**config.mk**
```make
export PLATFORM = sky130hd
export DESIGN_NAME = alu_cmd_sequencer_flat
export DESIGN_NICKNAME = d
export VERILOG_FILES = /design/src/rtl/alu_cmd_sequencer_if.sv /design/src/rtl/alu_cmd_sequencer.sv /design/src/flat_wrapper.sv
export SDC_FILE = /design/constraint.sdc
export NUM_CORES = 1
export LEC_CHECK = 0
export ABC_AREA = 1
export CAP_MARGIN = 10
export CORE_MARGIN = 5
export CORE_UTILIZATION = 29
export DETAILED_ROUTE_END_ITERATION = 10
export DONT_BUFFER_PORTS = 1
export PLACE_DENSITY = 0.53
export SLEW_MARGIN = 20
export SYNTH_ARGS = -nofsm -noshare
export SYNTH_HDL_FRONTEND = slang
export SYNTH_SLANG_ARGS = --single-unit
```
**constraint.sdc**
```tcl
create_clock -name clk -period 2.84 [get_ports clk]
set_input_delay 0.568 -clock clk [delete_from_list [all_inputs] [get_ports clk]]
set_output_delay 0.568 -clock clk [all_outputs]
set_load 0.005 [all_outputs]
```
**src/rtl/alu_cmd_sequencer_if.sv**
```systemverilog
// alu_cmd_sequencer_if: command and response valid/ready channels of the ALU sequencer.
// The master drives commands and consumes responses; the slave is the sequencer.
interface alu_cmd_sequencer_if #(parameter int N = 4);
    logic         cmd_valid;
    logic         cmd_ready;
    logic [3:0]   cmd_opcode;
    logic [N-1:0] cmd_a;
    logic [N-1:0] cmd_b;
    logic         rsp_valid;
    logic         rsp_ready;
    logic [N-1:0] rsp_result;
    logic [3:0]   rsp_flags;
    logic         rsp_error;

    modport master (
        output cmd_valid, cmd_opcode, cmd_a, cmd_b, rsp_ready,
        input  cmd_ready, rsp_valid, rsp_result, rsp_flags, rsp_error
    );

    modport slave (
        input  cmd_valid, cmd_opcode, cmd_a, cmd_b, rsp_ready,
        output cmd_ready, rsp_valid, rsp_result, rsp_flags, rsp_error
    );
endinterface

```
**src/rtl/alu_cmd_sequencer.sv**
```systemverilog
// alu_cmd_sequencer: issues commands to a combinational ALU, captures results after SETTLE edges.
// Optional ALU_SEQ_OPCHECK_EN: opcodes above 9 are answered with an error and never issued.
module alu_cmd_sequencer #(
    parameter int N      = 4,
    parameter int SETTLE = 1,
    parameter int CNT_W  = 8
) (
    input  logic                 clk,
    input  logic                 rst,
    alu_cmd_sequencer_if.slave   bus,
    output logic [N-1:0]         alu_a,
    output logic [N-1:0]         alu_b,
    output logic [3:0]           alu_opcode,
    input  logic [N-1:0]         alu_result,
    input  logic [3:0]           alu_flags,
    input  logic                 alu_div0,
    input  logic                 alu_mod0,
    output logic [CNT_W-1:0]     op_count,
    output logic [CNT_W-1:0]     err_count
);
    typedef enum logic [1:0] {IDLE, WAIT, RESP} state_t;

    state_t             state_q, state_d;
    logic [3:0]         cnt_q, cnt_d;
    logic [N-1:0]       a_q, a_d, b_q, b_d, res_q, res_d;
    logic [3:0]         op_q, op_d, flg_q, flg_d;
    logic               err_q, err_d, vld_q, vld_d;
    logic [CNT_W-1:0]   opc_q, opc_d, errc_q, errc_d;
    logic               bad_op;

`ifdef ALU_SEQ_OPCHECK_EN
    assign bad_op = bus.cmd_opcode > 4'd9;
`else
    assign bad_op = 1'b0;
`endif

    always_comb begin
        state_d = state_q;
        cnt_d   = cnt_q;
        a_d     = a_q;
        b_d     = b_q;
        op_d    = op_q;
        res_d   = res_q;
        flg_d   = flg_q;
        err_d   = err_q;
        vld_d   = vld_q;
        opc_d   = opc_q;
        errc_d  = errc_q;
        case (state_q)
            IDLE: if (bus.cmd_valid) begin
                if (bad_op) begin
                    res_d   = '0;
                    flg_d   = '0;
                    err_d   = 1'b1;
                    vld_d   = 1'b1;
                    state_d = RESP;
                end else begin
                    a_d     = bus.cmd_a;
                    b_d     = bus.cmd_b;
                    op_d    = bus.cmd_opcode;
                    cnt_d   = 4'(SETTLE);
                    state_d = WAIT;
                end
            end
            WAIT: begin
                cnt_d = cnt_q - 4'd1;
                if (cnt_q == 4'd1) begin
                    res_d   = alu_result;
                    flg_d   = alu_flags;
                    err_d   = alu_div0 | alu_mod0;
                    vld_d   = 1'b1;
                    state_d = RESP;
                end
            end
            RESP: if (bus.rsp_ready) begin
                vld_d   = 1'b0;
                opc_d   = &opc_q ? opc_q : opc_q + CNT_W'(1);
                errc_d  = (&errc_q || !err_q) ? errc_q : errc_q + CNT_W'(1);
                state_d = IDLE;
            end
            default: state_d = IDLE;
        endcase
    end

    always_ff @(posedge clk or posedge rst) begin
        if (rst) begin
            state_q <= IDLE;
            cnt_q   <= '0;
            a_q     <= '0;
            b_q     <= '0;
            op_q    <= '0;
            res_q   <= '0;
            flg_q   <= '0;
            err_q   <= 1'b0;
            vld_q   <= 1'b0;
            opc_q   <= '0;
            errc_q  <= '0;
        end else begin
            state_q <= state_d;
            cnt_q   <= cnt_d;
            a_q     <= a_d;
            b_q     <= b_d;
            op_q    <= op_d;
            res_q   <= res_d;
            flg_q   <= flg_d;
            err_q   <= err_d;
            vld_q   <= vld_d;
            opc_q   <= opc_d;
            errc_q  <= errc_d;
        end
    end

    // Ready is forced low during reset even though the state already reads IDLE.
    assign bus.cmd_ready  = (state_q == IDLE) && !rst;
    assign bus.rsp_valid  = vld_q;
    assign bus.rsp_result = res_q;
    assign bus.rsp_flags  = flg_q;
    assign bus.rsp_error  = err_q;
    assign alu_a          = a_q;
    assign alu_b          = b_q;
    assign alu_opcode     = op_q;
    assign op_count       = opc_q;
    assign err_count      = errc_q;
endmodule

```
**src/flat_wrapper.sv**
```systemverilog
// flat-port wrapper written by rule: the top's interface ports become plain ports
module alu_cmd_sequencer_flat 
#(
    parameter int N      = 4,
    parameter int SETTLE = 1,
    parameter int CNT_W  = 8
)
  (clk, rst, alu_a, alu_b, alu_opcode, alu_result, alu_flags, alu_div0, alu_mod0, op_count, err_count, bus_cmd_valid, bus_cmd_opcode, bus_cmd_a, bus_cmd_b, bus_rsp_ready, bus_cmd_ready, bus_rsp_valid, bus_rsp_result, bus_rsp_flags, bus_rsp_error);
  alu_cmd_sequencer_if #(.N(N)) bus_i ();
  input  logic clk;
  input  logic rst;
  output logic [N-1:0] alu_a;
  output logic [N-1:0] alu_b;
  output logic [3:0] alu_opcode;
  input  logic [N-1:0] alu_result;
  input  logic [3:0] alu_flags;
  input  logic alu_div0;
  input  logic alu_mod0;
  output logic [CNT_W-1:0] op_count;
  output logic [CNT_W-1:0] err_count;
  input wire logic [$bits(bus_i.cmd_valid)-1:0] bus_cmd_valid;
  input wire logic [$bits(bus_i.cmd_opcode)-1:0] bus_cmd_opcode;
  input wire logic [$bits(bus_i.cmd_a)-1:0] bus_cmd_a;
  input wire logic [$bits(bus_i.cmd_b)-1:0] bus_cmd_b;
  input wire logic [$bits(bus_i.rsp_ready)-1:0] bus_rsp_ready;
  output wire logic [$bits(bus_i.cmd_ready)-1:0] bus_cmd_ready;
  output wire logic [$bits(bus_i.rsp_valid)-1:0] bus_rsp_valid;
  output wire logic [$bits(bus_i.rsp_result)-1:0] bus_rsp_result;
  output wire logic [$bits(bus_i.rsp_flags)-1:0] bus_rsp_flags;
  output wire logic [$bits(bus_i.rsp_error)-1:0] bus_rsp_error;
  assign bus_i.cmd_valid = bus_cmd_valid;
  assign bus_i.cmd_opcode = bus_cmd_opcode;
  assign bus_i.cmd_a = bus_cmd_a;
  assign bus_i.cmd_b = bus_cmd_b;
  assign bus_i.rsp_ready = bus_rsp_ready;
  assign bus_cmd_ready = bus_i.cmd_ready;
  assign bus_rsp_valid = bus_i.rsp_valid;
  assign bus_rsp_result = bus_i.rsp_result;
  assign bus_rsp_flags = bus_i.rsp_flags;
  assign bus_rsp_error = bus_i.rsp_error;
  alu_cmd_sequencer #(.N(N), .SETTLE(SETTLE), .CNT_W(CNT_W)) u_core (.clk(clk), .rst(rst), .bus(bus_i), .alu_a(alu_a), .alu_b(alu_b), .alu_opcode(alu_opcode), .alu_result(alu_result), .alu_flags(alu_flags), .alu_div0(alu_div0), .alu_mod0(alu_mod0), .op_count(op_count), .err_count(err_count));
endmodule
```
==> flow_metrics.py <==
metrics = {
    "floorplanning": {
        "rows": 31,
        "pin_count": 65,
        "start_util_pct": 29.8,
        "die_y_um": 96.4,
        "die_w_um": 96.4,
        "core_area_mm2": 0.00725,
        "die_area_mm2": 0.00929,
    },
    "synth": {
        "syn_inst": 267,
        "synthAdderAreaFrac_pct": 2.31,
        "synth_top_family_by_area": "simple AND/OR/NAND/NOR gates",
        "synth_cell_types": 24,
        "synth_flop_cell": "dfrtp_1",
        "synth_top_cell_by_area": "dfrtp_1",
        "yosys_warnings": 0,
        "synth_edf_count": 0,
        "ys_ff_latch": 44,
        "syn-cell-area_mm2": 0.00216,
        "synth_mux_area_share_pct": 0,
        "synth_top_area_share_pct": 50.9,
        "yosys.area_share.simple_pct": 26.8,
        "yosysMostFrequentCell": "nand2_1",
        "synth_compound_gate_area_share_pct": 8.79,
        "yosysSeqAreaShare_pct": 50.9,
        "synthTopCellsByCount": "nand2_1 (97), dfrtp_1 (44), inv_1 (40)",
        "synth_area_per_cell_um2": 8.10,
        "synthXorXnorAreaFrac_pct": 2.02,
        "syn-num-nets": 297,
        "synthTopCellsByArea": "dfrtp_1 (51%), nand2_1 (17%), inv_1 (6.9%)",
        "async_reset_ff_share_pct": 100,
    },
    "timing": {
        "max_slew_margin_pct": 38.6,
        "finalHoldViolCount": 0,
        "fmaxAchievable_mhz": 564,
        "worstMarginPinSlew_ps": 919,
        "setup_viol_count_final": 0,
        "min_period_ps": 1770,
        "min_period_over_period_pct": 62.4,
        "fin_tns_setup_ps": 0,
        "rsz0062_at_grt": "no",
        "skew_ps": 7.08,
        "slew_viol_final": 0,
    },
    "cells_and_area": {
        "layout.nets": 299,
        "syn_to_final_growth_pct": 8.73,
        "fill_cells": 790,
        "n_antenna_cell": 0,
        "regArea_mm2": 0.00110,
        "utilization_pct": 32.4,
        "multi_input_area_um2": 863,
        "drive_above_1_share_pct": 11.9,
    },
    "flow_run": {
        "maxCapViolations": 0,
    },
    "cts": {
        "clock_sinks": 44,
        "htree_levels": 2,
        "clk_latency_ps": 300,
        "clockBufferDepth": 2,
        "root_buffer": "clkbuf_8",
        "ctsHoldBuffers": 0,
        "cts_tree": "yes",
        "cts_buffers": 5,
        "cts.repair.resized": 0,
        "clk_pin_slew_ps": 90,
        "post_cts_buffers": 0,
    },
    "routing": {
        "first_iter_violations": 38,
        "first_pass_iters": 4,
        "wl_mm": 4.41,
        "avgViaCountPerCell": 4.33,
        "route.detailed.drc": 0,
        "via_count": 1599,
        "postRouteAntennaNets": 0,
        "wire_per_inst_um": 12.0,
    },
    "global_route": {
        "grt_pass1_vias": 1580,
        "grtUsageTotal_pct": 10.4,
        "grt_overflow": 0,
        "antenna_found_initial": 0,
        "grt_pass1_wl_mm": 7.47,
        "grt_max_degree": 45,
    },
    "worst_setup_path": {
        "cp_data_arrival_time_ps": 1940,
        "end_kind": "flop",
        "cp_max_fo": 20,
        "cp.required_ps": 3010,
        "start_kind": "flop",
        "crit_type": "reg2reg",
    },
    "hold_path": {
        "hp-class": "in2async",
    },
    "outcome": {
        "status": "completed",
    },
    "placed_design": {
        "port_buffers": 0,
        "routabilityCongestion": 0.758,
        "hpwl_mm": 3.32,
    },
    "pwr": {
        "p_leak_nw": 1.19,
        "powerDensity_mw_per_mm2": 858,
        "ir_worst_vdd_uv": 383,
    },
}
kinds of logic after synthesis:
| family | Yosys count |
|---|---|
| AND/OR/NAND/NOR | 134 |
| adder cells (fa/ha/maj) | 4 |
| XOR/XNOR | 5 |
| AO/OA/AOI/OAI | 30 |
| buffers and inverters | 50 |
| flip-flops | 44 |
layout make-up:
cell class	count	area share [%]
clock buffer	5	2.93
clock inverter	3	1.01
inverter	45	7.29
multi-input combinational	173	36.7
sequential	44	46.8
tap	99	5.27
state kept, by name, summed over array words and instances (netlist names):
signal and cells:
u_core.err_count 8, u_core.op_count 8, u_core.alu_a 4, u_core.alu_b 4, u_core.alu_opcode 4, u_core.bus.rsp_flags 4
u_core.bus.rsp_result 4, u_core.cnt_q 4, u_core.state_q 2, u_core.bus.rsp_error 1, u_core.bus.rsp_valid 1
metrics by stage:
step                setup slack, ps  hold slack [ps]  cells  instance area (µm²)  power (mW)
finish                         1070              337    369                 2350        2.02
global placement               1090              484    361                 2260        1.62
floorplan                      1240              473    267                 2160        1.50
CTS                            1040              324    369                 2350        2.06
global route                    851              319    369                 2350        2.21
detailed placement             1060              496    361                 2260        1.64
layer usage:
| layer | vias to the layer above | track usage, % | routed length [µm] |
|---|---|---|---|
| met4 | 0 | 4.56 | 59 |
| met1 | 714 | 11.7 | 1910 |
| met5 | - | 0 | 0 |
| li1 | 821 | - | - |
| met3 | 5 | 5.89 | 529 |
| met2 | 59 | 16.2 | 1920 |
critical path, stage by stage (launching register included):
cell     delay (ps)
dfrtp_1         440
nor2_2          210
nand3_1         650
nand2_1         270
o21ai_2          70
power by group:
group | leakage [nW] | total (mW) | switching, mW | internal [mW]
Sequential | 0.562 | 1.05 | 0.205 | 0.850
Clock | 0.0404 | 0.403 | 0.228 | 0.174
Combinational | 0.584 | 0.561 | 0.346 | 0.215
cells in the final DEF, fill, tap and decap left out, types with 3 or more instances in the layout:
| master | Yosys | layout |
|---|---|---|
| clkbuf_8 | 0 | 5 |
| dfrtp_1 | 44 | 44 |
| ha_1 | 4 | 4 |
| inv_1 | 40 | 39 |
| inv_2 | 4 | 5 |
| nand2_1 | 97 | 97 |
| nand3_1 | 12 | 12 |
| nand3_2 | 3 | 3 |
| nand4_1 | 3 | 3 |
| nor2_1 | 11 | 11 |
| nor2_2 | 3 | 3 |
| o21ai_0 | 3 | 3 |
| o21ai_1 | 14 | 14 |
| o21ai_2 | 9 | 9 |
| o22ai_1 | 3 | 3 |
| xnor2_1 | 3 | 3 |
path summary, 6_finish.rpt:
kind,end,slack [ps],startpoint,cells after the start
max reg2reg,u_core.bus.rsp_result[3]$_DFFE_PP0P_,1070,u_core.state_q[1]$_DFFE_PP0P_,4
min in group clk,u_core.state_q[1]$_DFFE_PP0P_,340,bus_rsp_ready,1
min,u_core.cnt_q[3]$_DFFE_PP0P_,340,rst,1
max,u_core.bus.rsp_result[3]$_DFFE_PP0P_,1070,u_core.state_q[1]$_DFFE_PP0P_,4
max in group asynchronous,u_core.op_count[1]$_DFFE_PP0P_,1920,rst,1
min reg2reg,u_core.state_q[1]$_DFFE_PP0P_,510,u_core.state_q[0]$_DFFE_PP0P_,1
No activity file was read; power rests on OpenSTA's default activity.
